==> src/rtl/flash_read_controller.sv <==
// SPI flash read controller: issues a 0x03 READ command with a 24-bit address
// and returns the next four flash bytes as one little-endian 32-bit word.
module flash_read_controller #(
    parameter int unsigned CLK_DIV = 2,
    parameter int unsigned CSB_GAP = 4
) (
    input  logic        wb_clk_i,
    input  logic        wb_rst_i,
    input  logic        req_valid,
    output logic        req_ready,
    input  logic [23:0] req_addr,
    output logic        rsp_valid,
    output logic [31:0] rsp_data,
    output logic        busy,
    output logic        flash_csb,
    output logic        flash_sck,
    output logic        flash_mosi,
    input  logic        flash_miso
);

    typedef enum logic [2:0] {
        StIdle,
        StCmd,
        StAddr,
        StData,
        StDone,
        StGap
    } state_e;

    localparam logic [7:0]      DivLast = 8'(CLK_DIV - 1);
    localparam int unsigned     GapW    = (CSB_GAP > 1) ? $clog2(CSB_GAP) : 1;
    localparam logic [GapW-1:0] GapLast = GapW'(CSB_GAP - 1);

    state_e          state_q;
    logic [7:0]      div_cnt_q;
    logic [5:0]      bit_cnt_q;
    logic [30:0]     tx_q;
    logic [31:0]     rx_q;
    logic [GapW-1:0] gap_cnt_q;
    logic            ready_q;
    logic            csb_q;
    logic            sck_q;
    logic            mosi_q;
    logic            rsp_valid_q;
    logic [31:0]     rsp_data_q;

    // Transaction FSM; every SPI pin and response output is a register.
    always_ff @(posedge wb_clk_i) begin
        if (wb_rst_i) begin
            state_q     <= StIdle;
            div_cnt_q   <= 8'd0;
            bit_cnt_q   <= 6'd0;
            tx_q        <= 31'd0;
            rx_q        <= 32'd0;
            gap_cnt_q   <= '0;
            ready_q     <= 1'b1;
            csb_q       <= 1'b1;
            sck_q       <= 1'b0;
            mosi_q      <= 1'b0;
            rsp_valid_q <= 1'b0;
            rsp_data_q  <= 32'd0;
        end else begin
            rsp_valid_q <= 1'b0;
            unique case (state_q)
                StIdle: begin
                    if (req_valid && req_ready) begin
                        state_q   <= StCmd;
                        ready_q   <= 1'b0;
                        csb_q     <= 1'b0;
                        sck_q     <= 1'b0;
                        div_cnt_q <= 8'd0;
                        bit_cnt_q <= 6'd0;
                        // Stream is {0x03, addr}; its first bit (0) goes out now,
                        // the remaining 31 bits wait in tx_q.
                        tx_q      <= {7'h03, req_addr};
                        mosi_q    <= 1'b0;
                    end else begin
                        // Re-arm only after one settled IDLE cycle past GAP.
                        ready_q <= 1'b1;
                    end
                end
                StCmd, StAddr, StData: begin
                    if (div_cnt_q != DivLast) begin
                        div_cnt_q <= div_cnt_q + 8'd1;
                    end else begin
                        div_cnt_q <= 8'd0;
                        if (!sck_q) begin
                            sck_q <= 1'b1;
                            if (state_q == StData) begin
                                rx_q <= {rx_q[30:0], flash_miso};
                            end
                        end else begin
                            // End of bit: drop SCK and present the next MOSI bit.
                            sck_q     <= 1'b0;
                            bit_cnt_q <= bit_cnt_q + 6'd1;
                            tx_q      <= {tx_q[29:0], 1'b0};
                            mosi_q    <= (bit_cnt_q < 6'd31) ? tx_q[30] : 1'b0;
                            if (bit_cnt_q == 6'd7) begin
                                state_q <= StAddr;
                            end else if (bit_cnt_q == 6'd31) begin
                                state_q <= StData;
                            end else if (bit_cnt_q == 6'd63) begin
                                state_q     <= StDone;
                                csb_q       <= 1'b1;
                                rsp_valid_q <= 1'b1;
                                // rx_q holds flash bytes in arrival order; first byte
                                // lands in the low lane.
                                rsp_data_q  <= {rx_q[7:0], rx_q[15:8],
                                                rx_q[23:16], rx_q[31:24]};
                            end
                        end
                    end
                end
                StDone: begin
                    state_q   <= StGap;
                    gap_cnt_q <= '0;
                end
                StGap: begin
                    if (gap_cnt_q == GapLast) begin
                        state_q <= StIdle;
                    end else begin
                        gap_cnt_q <= gap_cnt_q + GapW'(1);
                    end
                end
                default: begin
                    state_q <= StIdle;
                end
            endcase
        end
    end

    assign req_ready  = ready_q && (state_q == StIdle) && !wb_rst_i;
    assign busy       = (state_q != StIdle);
    assign rsp_valid  = rsp_valid_q;
    assign rsp_data   = rsp_data_q;
    assign flash_csb  = csb_q;
    assign flash_sck  = sck_q;
    assign flash_mosi = mosi_q;

endmodule
==> config.mk <==
export PLATFORM = sky130hd
export DESIGN_NAME = flash_read_controller
export DESIGN_NICKNAME = d
export VERILOG_FILES = /design/src/rtl/flash_read_controller.sv
export SDC_FILE = /design/constraint.sdc
export NUM_CORES = 1
export LEC_CHECK = 0
export CORE_ASPECT_RATIO = 1.5
export CORE_UTILIZATION = 59
export DETAILED_ROUTE_END_ITERATION = 6
export PLACE_DENSITY = 0.94
export REMOVE_ABC_BUFFERS = 1
export SYNTH_ARGS = -nofsm -noshare
export SYNTH_HDL_FRONTEND = slang
export SYNTH_SLANG_ARGS = --single-unit
==> constraint.sdc <==
create_clock -name wb_clk_i -period 3.7 [get_ports wb_clk_i]
set_input_delay 0.925 -clock wb_clk_i [delete_from_list [all_inputs] [get_ports wb_clk_i]]
set_output_delay 0.925 -clock wb_clk_i [all_outputs]
set_load 0.05 [all_outputs]
==> impl_metrics.py, run 1 <==
metrics = {
    "global_routing": {
        "grt_overflow": 0,
        "grt_pass1_wl_um": 19940,
        "antenna_found_initial": 0,
        "grt_max_degree": 71,
        "grt_pass1_vias": 4184,
        "globalRouteTotalUtil_pct": 28.98,
    },
    "final_layout": {
        "syn2layout_area_growth_pct": 25.38,
        "fin_nets": 636,
        "stdcell_count": 722,
        "drive_above_1_share_pct": 7.942,
        "diodes": 0,
    },
    "detailed_routing": {
        "viasPerCell": 6.021,
        "routed_wl_um": 12080,
        "ant_nets": 0,
        "num_vias": 4347,
        "first_pass_iters": 5,
        "remaining_drc_errors": 0,
        "wl_per_cell_um": 16.73,
        "initialDrtViolationCount": 401,
    },
    "synthesis": {
        "synthCells": 557,
        "ys_warn_count": 0,
        "synth_area_um2": 4995,
        "synth_edf_count": 0,
        "synth_seq_cells": 119,
        "synthAdderAreaFrac_pct": 1.002,
        "synth.avg_cell_area_um2": 8.967,
        "synth-simple-area-share_pct": 21.47,
        "synth_top_family_by_area": "simple AND/OR/NAND/NOR gates",
        "ys.flop_type": "dfxtp_1",
        "synth_xor_area_share_pct": 0.1754,
        "synth_cell_types": 45,
        "ys_seq_area_share_pct": 47.70,
        "synthMuxAreaShare_pct": 13.43,
        "synth_compound_area_share_pct": 11.70,
        "async_flop_share_pct": 0,
    },
    "power_and_ir_drop": {
        "p_clk_share_pct": 51.2,
        "p_seq_share_pct": 41.5,
        "p_int_mw": 2.498,
        "cellPowerDensity_nw_per_um2": 513.7,
        "power.switching_uw": 718.7,
        "swShare_pct": 22.34,
        "peakVddDrop_v": 0.0003667,
        "leakage_nw": 2.431,
        "p_comb_share_pct": 7.2,
        "power_mw": 3.217,
    },
    "critical_path": {
        "worstPathRequired_ns": 2.77,
        "timing.rr.end": "tx_q[13]",
        "startpoint_type": "register",
        "arrival_ns": 2.08,
        "cp_slowest_stage_delay_ns": 0.71,
        "rrSetupSlack_ns": 0.89,
        "slowest_stage": "clkdlybuf4s50_1",
        "crit_fanout": 10,
        "timing.rr.start": "state_q[2]",
        "worstRegToRegCells": 4,
        "critical_path_class": "register to primary output",
        "crit_chain": "nor3_2, inv_1, clkdlybuf4s50_1",
        "critical_path.startpoint": "state_q[2]",
        "endpoint_kind": "primary output",
    },
    "die": {
        "fp-row-count": 40,
        "dieArea_um2": 8845,
        "die-height_um": 114.7,
        "die_x_um": 77.13,
        "start_util_pct": 61.60,
        "ios": 66,
        "coreArea_um2": 8108,
    },
    "clock_tree": {
        "numCtsBuffers": 17,
        "cts_sinks": 119,
        "hold_buffers": 0,
        "clockBufferDepth": 2,
        "htree_levels": 4,
        "path_clk_slew_ns": 0.05,
        "cts_resized": 0,
        "cts_tree": "built",
        "clk_latency_ns": 0.41,
        "cts_root_buffer": "clkbuf_16",
        "post_cts_buffers": 0,
    },
    "min_path": {
        "hold_path_depth": 2,
        "hold_end": "rsp_data[10]",
        "hp-start": "rsp_data[10]",
        "holdCritPathClass": "register to register",
    },
    "sta": {
        "setup_violations": 0,
        "drv_slew": 0,
        "fmax_mhz": 332.5,
        "setup_ws_ns": 0.6927,
        "period_minus_slack_ns": 3.007,
        "slew-limit-headroom_pct": 39.92,
        "timing.final.crit_share_pct": 81.28,
        "worstMarginPinSlew_ns": 0.9012,
        "skew_ns": 0.006525,
        "hold_ws_ns": 0.4591,
        "setup_tns_ns": 0,
        "rsz0062_at_grt": "no",
        "hold_viol": 0,
    },
    "placement": {
        "gp_congestion": 0.8165,
        "post-place-ws_ns": 0.7550,
        "portBuffers": 65,
        "hpwlAfterDp_um": 6845,
        "placed_cells": 690,
    },
    "run_status": {
        "status": "finished, final reports clean",
    },
    "run": {
        "drv_cap": 0,
    },
}
-- per-stage QoR --
| stage | cell area (um2) | util [%] |
|---|---|---|
| 4_1_cts | 6262 | 77.24 |
| 5_1_grt | 6262 | 77.24 |
| 6_report | 6262 | 77.24 |
| 3_3_place_gp | 5657 | 69.77 |
| 3_5_place_dp | 5657 | 69.77 |
| 2_1_floorplan | 4795 | - |
-- registers in the layout, summed over array words and instances (netlist names), 2 cells and up --
| register | flops |
|---|---|
| state_q | 3 |
| div_cnt_q | 8 |
| rsp_data | 32 |
| rx_q | 32 |
| tx_q | 31 |
| gap_cnt_q | 2 |
| bit_cnt_q | 6 |
-- worst max-delay path, delay by kind of cell, from the launching register on --
kind                   cells  cell delay, ns
buffers and inverters      2            0.79
and+or+nand+nor            1            0.46
DFF                        1            0.41
-- cell families after synthesis --
kind of cell,after synthesis
compound gates,78
mux,67
xor+xnor,1
buf+inv,52
simple gates,236
flops,119
fa+ha+maj,4
-- per-layer routing --
layer	GRT usage, %	wire length [um]	vias up
met1	32.48	4850	2106
li1	-	-	2063
met2	50.86	6367	152
met5	0	0	-
met4	13.08	250	0
met3	7.888	607	26
-- cells in the final DEF, fill, tap and decap left out, drive strengths merged, types with 3 or more instances in the layout --
cell,synthesis,final
buf,17,10
a22o,6,6
mux2i,67,67
inv,7,7
nand2b,4,4
a311oi,29,29
nand4,6,6
nor3,30,30
nand2,123,123
o21ai,5,5
and3,4,4
ha,4,4
a21oi,20,20
dfxtp,119,119
clkinv,0,3
nor2,42,42
nand3,14,14
clkdlybuf4s50,0,63
clkbuf,28,25
-- worst max-delay path by stage --
stage             endpoint  slack, ns  depth (start not counted)
6_report              busy       0.69                          3
5_1_grt               busy       0.57                          3
4_1_cts               busy       0.70                          3
3_5_place_dp      tx_q[13]       0.76                          6
3_3_place_gp      tx_q[20]       0.89                          6
2_1_floorplan  rsp_data[0]       0.41                          4
-- power groups by stage --
stage / registers, mW / clock network [mW] / logic [mW]
global route: 1.34 / 1.72 / 0.256
finish: 1.34 / 1.65 / 0.232
CTS: 1.34 / 1.66 / 0.232
global placement: 1.36 / 0 / 0.219
detailed placement: 1.36 / 0 / 0.228
floorplan: 1.36 / 0 / 0.133
-- synth_stat cells, types with 2 or more instances --
cell type,n,area share [%]
a22o_1,6,1.1
a311oi_1,29,5.1
and4_1,2,0.35
and3b_1,2,0.35
nand2b_1,4,0.50
o2111ai_1,2,0.35
nand4_1,6,0.75
o22ai_1,2,0.25
nor4bb_1,2,0.40
and3_1,4,0.50
ha_1,4,1.0
clkbuf_1,28,2.1
buf_4,4,0.60
nand3_1,14,1.4
nor3_1,27,2.7
buf_2,13,1.3
inv_1,6,0.45
mux2i_1,67,13
o21ai_0,5,0.50
a41oi_1,2,0.35
nor3_2,3,0.60
nor2_1,42,3.2
nand2_1,123,9.2
dfxtp_1,119,48
a21oi_1,20,2.0
and2_1,2,0.25
-- cell type report --
class	count	area (um2)
clock buffers	25	515.5
clock inverters	7	90.09
fillers	522	1846
inverters	7	26.28
multi-input cells	386	2401
flip-flops and latches	119	2382
well taps	105	131.4
repair buffers	73	715.7
(Power assumes the default switching activity.)
==> run 2, diff against run 1 <==
--- a/config.mk
+++ b/config.mk
@@ -6,9 +6,9 @@
 export NUM_CORES = 1
 export LEC_CHECK = 0
 export CORE_ASPECT_RATIO = 1.5
-export CORE_UTILIZATION = 59
+export CORE_UTILIZATION = 55
 export DETAILED_ROUTE_END_ITERATION = 6
-export PLACE_DENSITY = 0.94
+export PLACE_DENSITY = 0.89
 export REMOVE_ABC_BUFFERS = 1
 export SYNTH_ARGS = -nofsm -noshare
 export SYNTH_HDL_FRONTEND = slang
==> constraint.sdc (replaced) <==
create_clock -name wb_clk_i -period 3.15 [get_ports wb_clk_i]
set_input_delay 0.7875 -clock wb_clk_i [delete_from_list [all_inputs] [get_ports wb_clk_i]]
set_output_delay 0.7875 -clock wb_clk_i [all_outputs]
set_load 0.05 [all_outputs]
==> impl_metrics.py, run 2 (synthesis gave the netlist of run 1 again) <==
metrics = {
    "die": {
        "coreArea_um2": 8828,
        "die-height_um": 118.7,
        "ios": 66,
        "fp-row-count": 42,
        "die_x_um": 79.81,
        "dieArea_um2": 9475,
        "start_util_pct": 56.58,
    },
    "clock_tree": {
        "htree_levels": 4,
        "numCtsBuffers": 17,
        "clk_latency_ns": 0.42,
        "cts_resized": 0,
        "cts_sinks": 119,
        "hold_buffers": 0,
        "cts_root_buffer": "clkbuf_16",
        "cts_tree": "built",
        "post_cts_buffers": 0,
        "clockBufferDepth": 2,
        "path_clk_slew_ns": 0.05,
    },
    "placement": {
        "placed_cell_area_um2": 5678,
        "placed_cells": 697,
        "post-place-ws_ns": 0.4772,
        "hpwlAfterDp_um": 6767,
        "portBuffers": 65,
        "gp_congestion": 0.8285,
    },
    "sta": {
        "hold_ws_ns": 0.4542,
        "setup_tns_ns": 0,
        "drv_slew": 0,
        "setup_ws_ns": 0.2871,
        "timing.final.crit_share_pct": 90.89,
        "rsz0062_at_grt": "no",
        "worstMarginPinSlew_ns": 0.8134,
        "hold_viol": 0,
        "setup_violations": 0,
        "fmax_mhz": 349.3,
        "period_minus_slack_ns": 2.863,
        "slew-limit-headroom_pct": 45.77,
        "skew_ns": 0.004930,
    },
    "detailed_routing": {
        "first_pass_iters": 5,
        "wl_per_cell_um": 15.39,
        "routed_wl_um": 11210,
        "num_vias": 4267,
        "initialDrtViolationCount": 271,
        "ant_nets": 0,
        "remaining_drc_errors": 0,
        "viasPerCell": 5.861,
    },
    "critical_path": {
        "startpoint_type": "register",
        "cp_slowest_stage_delay_ns": 0.70,
        "timing.rr.end": "rsp_data[10]",
        "endpoint_kind": "primary output",
        "critical_path_class": "register to primary output",
        "crit_family": "buffers and inverters",
        "rrSetupSlack_ns": 0.82,
        "worstRegToRegCells": 6,
        "slowest_stage": "clkdlybuf4s50_1",
        "crit_chain": "nor3_2, inv_1, clkdlybuf4s50_1",
        "crit_buf_inv": 2,
        "timing.rr.start": "div_cnt_q[0]",
        "crit_fanout": 10,
        "worstPathRequired_ns": 2.36,
        "arrival_ns": 2.08,
        "cp.depth": 3,
    },
    "min_path": {
        "hp-start": "rsp_data[14]",
        "hold_path_depth": 2,
        "hold_end": "rsp_data[14]",
        "holdCritPathClass": "register to register",
    },
    "global_routing": {
        "grt_pass1_vias": 4166,
        "antenna_found_initial": 0,
        "grt_max_degree": 71,
        "grt_pass1_wl_um": 18980,
        "globalRouteTotalUtil_pct": 25.63,
        "grt_overflow": 0,
    },
    "final_layout": {
        "post-route-util_pct": 70.51,
        "final_cell_mix": "nand2_1, dfxtp_1, mux2i_1, clkdlybuf4s50_1, nor2_1",
        "fin_nets": 638,
        "diodes": 0,
        "design_area_um2": 6225,
        "multi_input_area_um2": 2401,
        "drive_above_1_share_pct": 7.767,
        "stdcell_count": 728,
        "regArea_um2": 2382,
        "layout_commonest_cell": "nand2_1",
        "syn2layout_area_growth_pct": 24.62,
        "fill_cells": 623,
    },
    "power_and_ir_drop": {
        "leakage_nw": 2.417,
        "power_mw": 3.643,
        "cellPowerDensity_nw_per_um2": 585.3,
        "peakVddDrop_v": 0.0004638,
    },
    "run": {
        "drv_cap": 0,
    },
    "run_status": {
        "status": "finished, final reports clean",
    },
}
run 2: how the worst max path moves through the flow:
stage	start	to	slack, ns
finish	state_q[2]	busy	0.29
global route	state_q[2]	busy	0.22
CTS	state_q[2]	busy	0.32
detailed placement	req_valid	tx_q[12]	0.48
global placement	req_valid	bit_cnt_q[5]	0.53
floorplan	state_q[2]	rsp_data[0]	-0.14
run 2: power by group:
part           internal (mW)  total, mW  switching, mW  leakage, nW
registers               1.54       1.57         0.0249        0.963
clock network           1.15       1.80          0.654        0.270
logic                  0.108      0.273          0.165         1.18
run 2: worst reg2reg max path, cell delays in order, from the launching register on:
cell	delay (ns)
dfxtp_1	0.41
ha_1	0.18
nor4b_4	0.39
nand3_1	0.28
nor3_4	0.18
buf_4	0.48
mux2i_1	0.33
run 2: layout make-up:
type | count | area share [%]
multi-input cells | 386 | 38.57
clock buffers | 21 | 7.075
repair buffers | 75 | 11.74
clock inverters | 10 | 1.709
flip-flops and latches | 119 | 38.27
inverters | 7 | 0.4221
well taps | 110 | 2.211
run 2: metal layers:
layer  part of all wire [%]  vias to the layer above  wire [um]  track usage (%)
met1                     41                     2008       4614            29.32
li1                       -                     2075          -                -
met5                      0                        -          0                0
met3                    4.1                       39        460            6.564
met2                     51                      145       5751            42.68
met4                    3.4                        0        381            14.06
==> run 3, diff against run 2 <==
--- a/config.mk
+++ b/config.mk
@@ -6,9 +6,10 @@
 export NUM_CORES = 1
 export LEC_CHECK = 0
 export CORE_ASPECT_RATIO = 1.5
-export CORE_UTILIZATION = 55
+export CORE_UTILIZATION = 59
+export CTS_CLUSTER_SIZE = 40
 export DETAILED_ROUTE_END_ITERATION = 6
-export PLACE_DENSITY = 0.89
+export PLACE_DENSITY = 0.94
 export REMOVE_ABC_BUFFERS = 1
 export SYNTH_ARGS = -nofsm -noshare
 export SYNTH_HDL_FRONTEND = slang
==> constraint.sdc (replaced) <==
create_clock -name wb_clk_i -period 3.65 [get_ports wb_clk_i]
set_input_delay 0.9125 -clock wb_clk_i [delete_from_list [all_inputs] [get_ports wb_clk_i]]
set_output_delay 0.9125 -clock wb_clk_i [all_outputs]
set_load 0.05 [all_outputs]
==> impl_metrics.py, run 3 (synthesis gave the netlist of run 1 again) <==
metrics = {
    "global_routing": {
        "globalRouteTotalUtil_pct": 28.13,
        "grt_pass1_wl_um": 19600,
        "antenna_found_initial": 0,
        "grt_pass1_vias": 4266,
        "grt_max_degree": 71,
        "grt_overflow": 0,
    },
    "final_layout": {
        "final_cell_mix": "nand2_1, dfxtp_1, mux2i_1, clkdlybuf4s50_1, nor2_1",
        "drive_above_1_share_pct": 7.630,
        "fin_nets": 636,
        "post-route-util_pct": 76.57,
        "layout_commonest_cell": "nand2_1",
        "syn2layout_area_growth_pct": 24.30,
        "diodes": 0,
        "fill_cells": 519,
    },
    "die": {
        "fp-row-count": 40,
        "die_x_um": 77.13,
        "start_util_pct": 61.60,
        "die-height_um": 114.7,
        "ios": 66,
        "coreArea_um2": 8108,
        "dieArea_um2": 8845,
    },
    "sta": {
        "slew-limit-headroom_pct": 46.52,
        "drv_slew": 0,
        "fmax_mhz": 341.7,
        "timing.final.crit_share_pct": 80.17,
        "hold_ws_ns": 0.4549,
        "setup_tns_ns": 0,
        "worstMarginPinSlew_ns": 0.8022,
        "setup_violations": 0,
        "rsz0062_at_grt": "no",
        "skew_ns": 0.005876,
        "period_minus_slack_ns": 2.926,
        "hold_viol": 0,
    },
    "placement": {
        "hpwlAfterDp_um": 7037,
        "gp_congestion": 0.8593,
        "portBuffers": 65,
    },
    "power_and_ir_drop": {
        "peakVddDrop_v": 0.0003724,
        "cellPowerDensity_nw_per_um2": 502.5,
        "leakage_nw": 2.405,
    },
    "critical_path": {
        "endpoint_kind": "primary output",
        "rrSetupSlack_ns": 1.13,
        "timing.rr.start": "state_q[1]",
        "worstRegToRegCells": 5,
        "timing.rr.end": "rsp_data[27]",
        "crit_fanout": 10,
        "worstPathRequired_ns": 2.74,
        "critical_path_class": "register to primary output",
        "startpoint_type": "register",
        "arrival_ns": 2.01,
    },
    "detailed_routing": {
        "routed_wl_um": 11710,
        "m1WireLength_um": 4525,
        "dr_wl_met3_um": 591,
        "num_vias": 4331,
        "topRoutingLayerUsed": "met4",
        "ant_nets": 0,
        "wl_met2_um": 6217,
        "first_pass_iters": 5,
        "initialDrtViolationCount": 287,
        "remaining_drc_errors": 0,
        "wl_per_cell_um": 16.23,
        "viasPerCell": 6.007,
    },
    "clock_tree": {
        "clockBufferDepth": 2,
        "htree_levels": 4,
        "cts_resized": 0,
        "cts_root_buffer": "clkbuf_16",
        "numCtsBuffers": 17,
        "hold_buffers": 0,
        "path_clk_slew_ns": 0.05,
        "clk_latency_ns": 0.41,
        "post_cts_buffers": 0,
        "cts_sinks": 119,
        "cts_tree": "built",
    },
    "run": {
        "drv_cap": 0,
    },
    "min_path": {
        "hold_path_depth": 2,
        "hp-start": "rsp_data[7]",
        "hold_end": "rsp_data[7]",
        "holdCritPathClass": "register to register",
    },
    "run_status": {
        "status": "finished, final reports clean",
    },
}
## run 3: cell types whose count changed in the layout (fill, tap and decap cells not counted)
cell and delta:
buf_4 -2, clkbuf_1 -1, bufinv_16 -1, clkinv_2 -2, clkinvlp_4 +1, clkbuf_8 +3
## run 3: report_power, final
part           switching, mW  total (mW)  internal (mW)
clock network          0.553        1.53          0.980
registers             0.0219        1.35           1.33
logic                  0.142       0.233         0.0910
total                  0.716        3.12           2.40
## run 3: worst max-delay path by stage
| stage | end | slack, ns | cells past startpoint | from |
|---|---|---|---|---|
| 3_5_place_dp | tx_q[2] | 0.90 | 6 | wb_rst_i |
| 6_report | busy | 0.72 | 3 | state_q[2] |
| 4_1_cts | busy | 0.72 | 3 | state_q[2] |
| 2_1_floorplan | rsp_data[0] | 0.36 | 4 | state_q[2] |
| 5_1_grt | busy | 0.62 | 3 | state_q[2] |
| 3_3_place_gp | req_ready | 0.98 | 4 | wb_rst_i |
## run 3: per-stage QoR
stage / power [mW] / setup WS [ns] / area, um2 / instances
floorplan: 1.512 / 0.3641 / 4795 / 512
global placement: 1.599 / 0.9807 / 5657 / 690
detailed placement: 1.610 / 0.9028 / 5657 / 690
CTS: 3.137 / 0.7194 / 6208 / 721
global route: 3.229 / 0.6209 / 6208 / 721
finish: 3.120 / 0.7237 / 6208 / 721
## run 3: worst max-delay path: stages, from the launching register on
cell and delay [ns]:
dfxtp_1 0.39, nor3_2 0.43, inv_1 0.08, clkdlybuf4s50_1 0.71
## run 3: layout make-up
cell class | instances | area, um2 | share of cell area [%]
Multi-Input combinational cell | 386 | 2401 | 38.67
Sequential cell | 119 | 2382 | 38.37
Timing Repair Buffer | 73 | 715.7 | 11.53
Clock buffer | 23 | 478.0 | 7.699
Tap cell | 105 | 131.4 | 2.116
Clock inverter | 8 | 73.82 | 1.189
Inverter | 7 | 26.28 | 0.4232
## run 3: routing by layer
metal  vias to the layer above  global-route usage (%)
li1                       2064                       -
met1                      2065                   29.62
met2                       165                   50.21
met3                        37                   8.446
met4                         0                   14.47
met5                         -                       0
